**src/rtl/sram_port_arbiter.sv**
```systemverilog
// Single-port SRAM arbiter between instruction fetch and MEM load/store, with data priority and a fetch anti-starvation counter.
// Optional build macro ARB_PERF_EN adds the free-running conflict and forced-grant counters.
module sram_port_arbiter #(
  parameter int ADDR_W     = 32,
  parameter int STARVE_MAX = 4
) (
  input  logic              clk,
  input  logic              rst,
  input  logic              inst_req,
  input  logic [ADDR_W-1:0] inst_addr,
  output logic              inst_rvalid,
  output logic [31:0]       inst_rdata,
  input  logic              data_req,
  input  logic [3:0]        data_wen,
  input  logic [ADDR_W-1:0] data_addr,
  input  logic [31:0]       data_wdata,
  output logic              data_rvalid,
  output logic [31:0]       data_rdata,
  output logic              sram_en,
  output logic [3:0]        sram_wen,
  output logic [ADDR_W-1:0] sram_addr,
  output logic [31:0]       sram_wdata,
  input  logic [31:0]       sram_rdata,
  output logic              stallreq_if,
  output logic              stallreq_mem
`ifdef ARB_PERF_EN
  ,
  output logic [31:0]       perf_conflict_cnt,
  output logic [31:0]       perf_force_cnt
`endif
);

  localparam logic [3:0] STARVE_LIM = 4'(STARVE_MAX);

  typedef enum logic [1:0] {
    OWN_NONE = 2'd0,
    OWN_INST = 2'd1,
    OWN_DATA = 2'd2
  } owner_e;

  function automatic logic [3:0] sat_inc4(input logic [3:0] v);
    return (v == 4'hF) ? v : v + 4'd1;
  endfunction

  owner_e     owner_q, owner_d;
  logic [3:0] starve_q, starve_d;
  logic       was_load_q, was_load_d;

  logic       force_w;
  logic       data_gnt;
  logic       inst_gnt;

  // Issue stage: grant decision and SRAM command
  assign force_w  = inst_req & (starve_q == STARVE_LIM);
  assign data_gnt = ~rst & data_req & ~force_w;
  assign inst_gnt = ~rst & inst_req & ~data_gnt;

  assign stallreq_if  = inst_req & ~inst_gnt;
  assign stallreq_mem = data_req & ~data_gnt;

  always_comb begin
    sram_en    = 1'b0;
    sram_wen   = 4'b0000;
    sram_addr  = '0;
    sram_wdata = '0;
    if (data_gnt) begin
      sram_en    = 1'b1;
      sram_wen   = data_wen;
      sram_addr  = data_addr;
      sram_wdata = data_wdata;
    end else if (inst_gnt) begin
      sram_en    = 1'b1;
      sram_addr  = inst_addr;
    end
  end

  always_comb begin
    owner_d    = OWN_NONE;
    was_load_d = was_load_q;
    starve_d   = 4'd0;
    if (data_gnt) begin
      owner_d    = OWN_DATA;
      was_load_d = ~|data_wen;
    end else if (inst_gnt) begin
      owner_d    = OWN_INST;
    end
    if (inst_req & ~inst_gnt) begin
      starve_d = sat_inc4(starve_q);
    end
  end

  always_ff @(posedge clk) begin
    if (rst) begin
      owner_q    <= OWN_NONE;
      starve_q   <= 4'd0;
      was_load_q <= 1'b0;
    end else begin
      owner_q    <= owner_d;
      starve_q   <= starve_d;
      was_load_q <= was_load_d;
    end
  end

  // Response stage: route SRAM read data to whoever issued last cycle
  always_comb begin
    inst_rvalid = 1'b0;
    inst_rdata  = '0;
    data_rvalid = 1'b0;
    data_rdata  = '0;
    if (!rst) begin
      if (owner_q == OWN_INST) begin
        inst_rvalid = 1'b1;
        inst_rdata  = sram_rdata;
      end else if (owner_q == OWN_DATA) begin
        data_rvalid = 1'b1;
        if (was_load_q) begin
          data_rdata = sram_rdata;
        end
      end
    end
  end

`ifdef ARB_PERF_EN
  logic [31:0] conflict_q, conflict_d;
  logic [31:0] force_cnt_q, force_cnt_d;

  always_comb begin
    conflict_d  = conflict_q;
    force_cnt_d = force_cnt_q;
    if (inst_req & data_req) begin
      conflict_d = conflict_q + 32'd1;
    end
    if (force_w) begin
      force_cnt_d = force_cnt_q + 32'd1;
    end
  end

  always_ff @(posedge clk) begin
    if (rst) begin
      conflict_q  <= '0;
      force_cnt_q <= '0;
    end else begin
      conflict_q  <= conflict_d;
      force_cnt_q <= force_cnt_d;
    end
  end

  assign perf_conflict_cnt = conflict_q;
  assign perf_force_cnt    = force_cnt_q;
`endif

endmodule

```
**config.mk**
```make
export PLATFORM = sky130hd
export DESIGN_NAME = sram_port_arbiter
export DESIGN_NICKNAME = d
export VERILOG_FILES = /design/src/rtl/sram_port_arbiter.sv
export SDC_FILE = /design/constraint.sdc
export NUM_CORES = 1
export LEC_CHECK = 0
export BUFFER_PORTS_ARGS = -buffer_cell sky130_fd_sc_hd__buf_4
export CAP_MARGIN = 20
export CELL_PAD_IN_SITES_DETAIL_PLACEMENT = 1
export CELL_PAD_IN_SITES_GLOBAL_PLACEMENT = 1
export CORE_AREA = 2 2 106 108
export CTS_CLUSTER_DIAMETER = 120
export DETAILED_ROUTE_END_ITERATION = 16
export DIE_AREA = 0 0 108 110
export PLACE_DENSITY = 0.79
export SYNTH_ARGS = -nofsm -noshare
export SYNTH_HDL_FRONTEND = slang
export SYNTH_SLANG_ARGS = --single-unit
```
**constraint.sdc**
```tcl
create_clock -name clk -period 2.75 [get_ports clk]
set_input_delay 0.1375 -clock clk [delete_from_list [all_inputs] [get_ports clk]]
set_output_delay 0.1375 -clock clk [all_outputs]
set_load 0.1 [all_outputs]
```
Word-level counts from Yosys, hierarchy flattened
Index checks and enable logic that the tools add are counted.
{ "totals": {"wordCells": 44, "output_inout_bits": 137, "reg_bits": 7} }
{ "classes": {"eq_ne": 4, "bitwise": 12, "n_reduce_logical": 4, "muxes": 19, "add_sub_neg": 1} }
{ "op_table": {"columns": ["cell", "count"], "rows": [
  ["32-bit two-way mux", 9],
  ["1-bit two-way mux", 8],
  ["1-bit AND", 7],
  ["1-bit inverter", 5],
  ["4-bit by 1-bit adder with 4-bit output (second input constant)", 1],
  ["4-bit by 3-bit == test with 1-bit output (second input constant)", 1],
  ["4-bit == test (second input constant)", 1],
  ["4-bit two-way mux", 1],
  ["2-bit OR reduction", 2],
  ["4-bit OR reduction", 1],
  ["2-bit by 1-bit == test with 1-bit output (second input constant)", 1],
  ["2-bit == test (second input constant)", 1],
  ["2-bit two-way mux", 1],
  ["1-bit logical NOT", 1]
]} }

Longest topological paths before layout
{ "depth": {"word_depth": 10, "mapped_depth": 7, "mapped_depth_nobuf": 5} }

Least setup slack after synthesis
Ideal clock, no wire load.
{ "synth_timing": {"kind": "reg-to-output", "startpoint": "register owner_q[0]", "endpoint": "output port inst_rdata[22]", "required_time_ps": 2612, "path_slack_ps": 76, "path_stages_with_launch": 4, "arrival_ps": 2537, "path_buffers": 1, "cell_sequence": "dfxtp_1 > nor3b_1 > clkbuf_1 > and2_1"} }
{ "synth_via": {"elab_chain_cells": 3} }
{ "synth_lines": {"columns": ["item", "line", "text"], "rows": [
  ["start: declaration", "45", "owner_e owner_q, owner_d;"],
  ["start signal: assignment", "98", "owner_q <= owner_d;"],
  ["2-bit by 1-bit == test with 1-bit output", "111", "if (owner_q == OWN_INST) begin"],
  ["32-bit two-way mux", "111", null],
  ["32-bit two-way mux", "110", "if (!rst) begin"],
  ["end: declaration", "12", "output logic [31:0] inst_rdata,"]
]} }
Every way passes these cells.

Worst setup path after layout
{ "layout_timing": {"startpoint": "register starve_q[0]", "endpoint": "output port sram_addr[6]"} }
{ "layout_via": {"elab_chain_cells": 8} }
{ "layout_lines": {"columns": ["item", "line", "text"], "rows": [
  ["start: declaration", "46", "logic [3:0] starve_q, starve_d;"],
  ["start signal: assignment", "99", "starve_q <= starve_d;"],
  ["4-bit by 3-bit == test with 1-bit output (*)", "54", "assign force_w = inst_req & (starve_q == STARVE_LIM);"],
  ["1-bit AND (*)", "54", null],
  ["1-bit inverter (*)", "55", "assign data_gnt = ~rst & data_req & ~force_w;"],
  ["1-bit AND (*)", "55", null],
  ["1-bit inverter", "56", "assign inst_gnt = ~rst & inst_req & ~data_gnt;"],
  ["1-bit AND", "56", null],
  ["32-bit two-way mux", "71", "end else if (inst_gnt) begin"],
  ["32-bit two-way mux (*)", "66", "if (data_gnt) begin"],
  ["end: declaration", "21", "output logic [ADDR_W-1:0] sram_addr,"]
]} }
Mark *: on every way between the ends. The rest lies on a longest branch, timed or not.

==> metrics list <==
- Clock-pin slew was measured on the worst setup and hold paths at 40 ps.
* Min Tclk post-route: 2270 ps
- Detailed-route via count: 2,362
- Layout filler cell count: 1,335
* Area delta synth->final: 156%
- CORE AREA: 10,700 um^2
* Share of post-route cells with drive strength above 1: a little over three fifths
- In the layout the commonest cells are 275 x sky130_fd_sc_hd__buf_4, 100 x sky130_fd_sc_hd__and2_1, 32 x sky130_fd_sc_hd__a22o_1.
- In this run the worst path has a maximum fanout of 33.
- At the placement stage, the worst setup path has a slack of 744 ps.
* Aggregate routed wire length: 9430 um
* Worst-margin pin slew: 357 ps
- The library cell used most frequently in the layout, excluding fill and tap cells, is sky130_fd_sc_hd__buf_4.
- STA classifies the critical path endpoint as a primary output.
* Setup TNS after final layout: 0 ps
* Hold Violations, Final: 0
* Clock insertion delay at the later pin of the skew report: 230 ps
* Detailed Route Iter0 Violations: slightly below 100
- 0 antenna diodes ended up in the layout.
* Root buffer selected by CTS: sky130_fd_sc_hd__clkbuf_8
- Total of buffers placed on input and output ports: 272
- Cell area reported after detailed placement: 3540 um^2
- Synth Warn #: 0
- Setup violations remaining at the end of the flow were counted as 0.
- Final worst slack: about 480 ps
* Worst endpoint required time: 2610 ps
- The finished cells cover 3580 um^2.
* Sequential share of the synthesized area: 10.0%
* Worst Setup SP: starve_q[0]
- The initial antenna violation count was 0.
- The die is between 100 and 150 um tall.
* Cell area power density: 291 nW/um^2
- Post-DP HPWL: 8090 um
* CP startpoint kind: flop
- Clock tree sinks: 7
- The worst path uses 82.7% of the clock period.
* Synthesized net count: 328
- For this configuration, the core starts out at a cell density of 13.1%.
- Global routing finished with a remaining overflow of 0.
* Hold-fix buffers, CTS: 0
* Gr usage total: 13.7%
- Synthesis instantiated 24 different standard cells from the library.
- Maximum frequency from static timing analysis: 440 MHz
- No sink is reached through more buffers than the 2 on the longest clock path.
* Number of pins with negative max-slew slack in the final report: 0
- Hold slack final: ~150 ps
* Number of clock buffers inserted by TritonCTS: 3
- Endpoint of the worst-slack reg-to-reg timing path: was_load_q
- Data arrival time of the critical path: 2140 ps
- Number of max-cap violations: 0
- Average cell area after synthesis: 7.37 um^2
- Die ar.: between 10,000 and 15,000 um^2
- Pin count of the biggest net entering global routing: 72
- Leakage Power: roughly 0.0020 uW
- I/O pin total: about 270
* Wire length of the first global-routing pass: 13,000 um
* VDD IR max: between 200 and 300 uV
* Number of synthesized register bits: 7
* Total standard cell area after synthesis: 1400 um^2
* Slew HR: 76.2%
- The clock arrives with 4.88 ps of skew.
- Post-CTS setup buffers: 0
- For this run, the detailed router's first-pass iteration total came to 4.
* H-tree depth reported by CTS: 1
* Finished Core Util: 33.5%
- Placer's final routability congestion estimate: 0.836
* Class of the tightest hold or removal check: input port to flop
- The initialized floorplan defines 38 standard-cell rows.
* Chip width: 108 um
- Gate Count Post-Synth: 190
- In the routed design, unresolved DRC markers number 0.
- Depth of the worst register-to-register path: 6
- The worst register-to-register path begins at starve_q[0].
- Critical Path End: sram_addr[6]
- CTS tree: done
- Post_cts resized: 0
- Outcome: finished, final reports clean
* Worst reg-to-reg setup slack: 1150 ps
- Via count of the first global-routing pass: 2,396
- After detailed routing, the number of vias per cell comes to 3.98.
- In this run the remaining antenna-violating nets after routing total 0.
- Setup repair after global routing left no endpoint under its margin.
- # nets final: 592
- Worst setup path category: flop to primary output
- Routed len/inst: around 16 um
worst min-delay path by stage:
stage                start         end  slack [ps]  depth (start not counted)
6_report          data_req  owner_q[0]         150                          2
5_1_grt           data_req  owner_q[0]         150                          2
4_1_cts           data_req  owner_q[0]         140                          2
3_5_place_dp      data_req  owner_q[0]         380                          2
3_3_place_gp           rst  owner_q[0]         380                          2
2_1_floorplan  data_wen[3]  was_load_q         320                          2
worst max-delay path: stages, from the launching register on:
cell and delay (ps):
sky130_fd_sc_hd__dfxtp_1 350, sky130_fd_sc_hd__inv_1 70, sky130_fd_sc_hd__ha_1 210, sky130_fd_sc_hd__nand3b_4 120, sky130_fd_sc_hd__a211oi_4 260, sky130_fd_sc_hd__buf_4 370, sky130_fd_sc_hd__a22o_1 220, sky130_fd_sc_hd__buf_4 300
per-stage QoR:
stage / total power, uW / instances
after global placement: 892 / 589
after floorplan: 639 / 190
after CTS: 1050 / 593
after global routing: 1080 / 593
after detailed placement: 901 / 589
final: 1040 / 593
flip-flops by register name, indices dropped and copies added, names as in the netlist:
signal      cells
starve_q        4
was_load_q      1
owner_q         2
per-layer routing:
metal	part of all wire, %	up-vias	GRT usage [%]
met3	6.0	12	2.53
li1	-	1159	-
met5	0	-	0
met4	1.3	0	2.75
met2	54	91	25.9
met1	38	1100	16.2
report_power, final:
| part | switching [uW] | internal [uW] |
|---|---|---|
| Clock | 45.0 | 100 |
| Combinational | 552 | 239 |
| Sequential | 1.90 | 104 |
cells in the mapped netlist:
master,count,area [um^2]
sky130_fd_sc_hd__nand3_1,2,10.0
sky130_fd_sc_hd__nand2_1,1,3.75
sky130_fd_sc_hd__mux2i_1,2,20.0
sky130_fd_sc_hd__ha_1,2,25.0
sky130_fd_sc_hd__buf_2,1,5.00
sky130_fd_sc_hd__a211oi_4,1,20.0
sky130_fd_sc_hd__a211oi_1,1,7.51
sky130_fd_sc_hd__buf_6,8,90.1
sky130_fd_sc_hd__inv_1,4,15.0
sky130_fd_sc_hd__nor3_1,1,5.00
sky130_fd_sc_hd__nand3b_4,1,20.0
sky130_fd_sc_hd__nand2b_1,2,12.5
sky130_fd_sc_hd__a31oi_1,1,6.26
sky130_fd_sc_hd__nor2_1,10,37.5
sky130_fd_sc_hd__nand4_1,1,6.26
sky130_fd_sc_hd__and2_1,100,626
sky130_fd_sc_hd__dfxtp_1,7,140
sky130_fd_sc_hd__clkbuf_1,8,30.0
sky130_fd_sc_hd__a22o_1,32,280
sky130_fd_sc_hd__nor2b_1,1,6.26
sky130_fd_sc_hd__nor3b_1,1,7.51
sky130_fd_sc_hd__o211a_1,1,10.0
sky130_fd_sc_hd__or4_1,1,7.51
sky130_fd_sc_hd__xnor2_1,1,8.76
cell families after synthesis:
group / count (synthesis) / synth area share, %
buffers and inverters: 21 / 10.0
and+or+nand+nor: 121 / 53.0
xor gates and xnor gates: 1 / 0.626
muxes: 2 / 1.43
AOI/OAI and AO/OA: 36 / 23.1
adders and majority gates: 2 / 1.79
DFF: 7 / 10.0
cell type report:
type | instances | area [um^2] | share of cell area (%)
clock buffers | 4 | 45.0 | 1.26
inverters | 4 | 15.0 | 0.419
multi-input cells | 162 | 1120 | 31.4
flip-flops and latches | 7 | 140 | 3.91
well taps | 140 | 175 | 4.89
repair buffers | 276 | 2080 | 58.2
No activity file was read; power rests on OpenSTA's default activity.
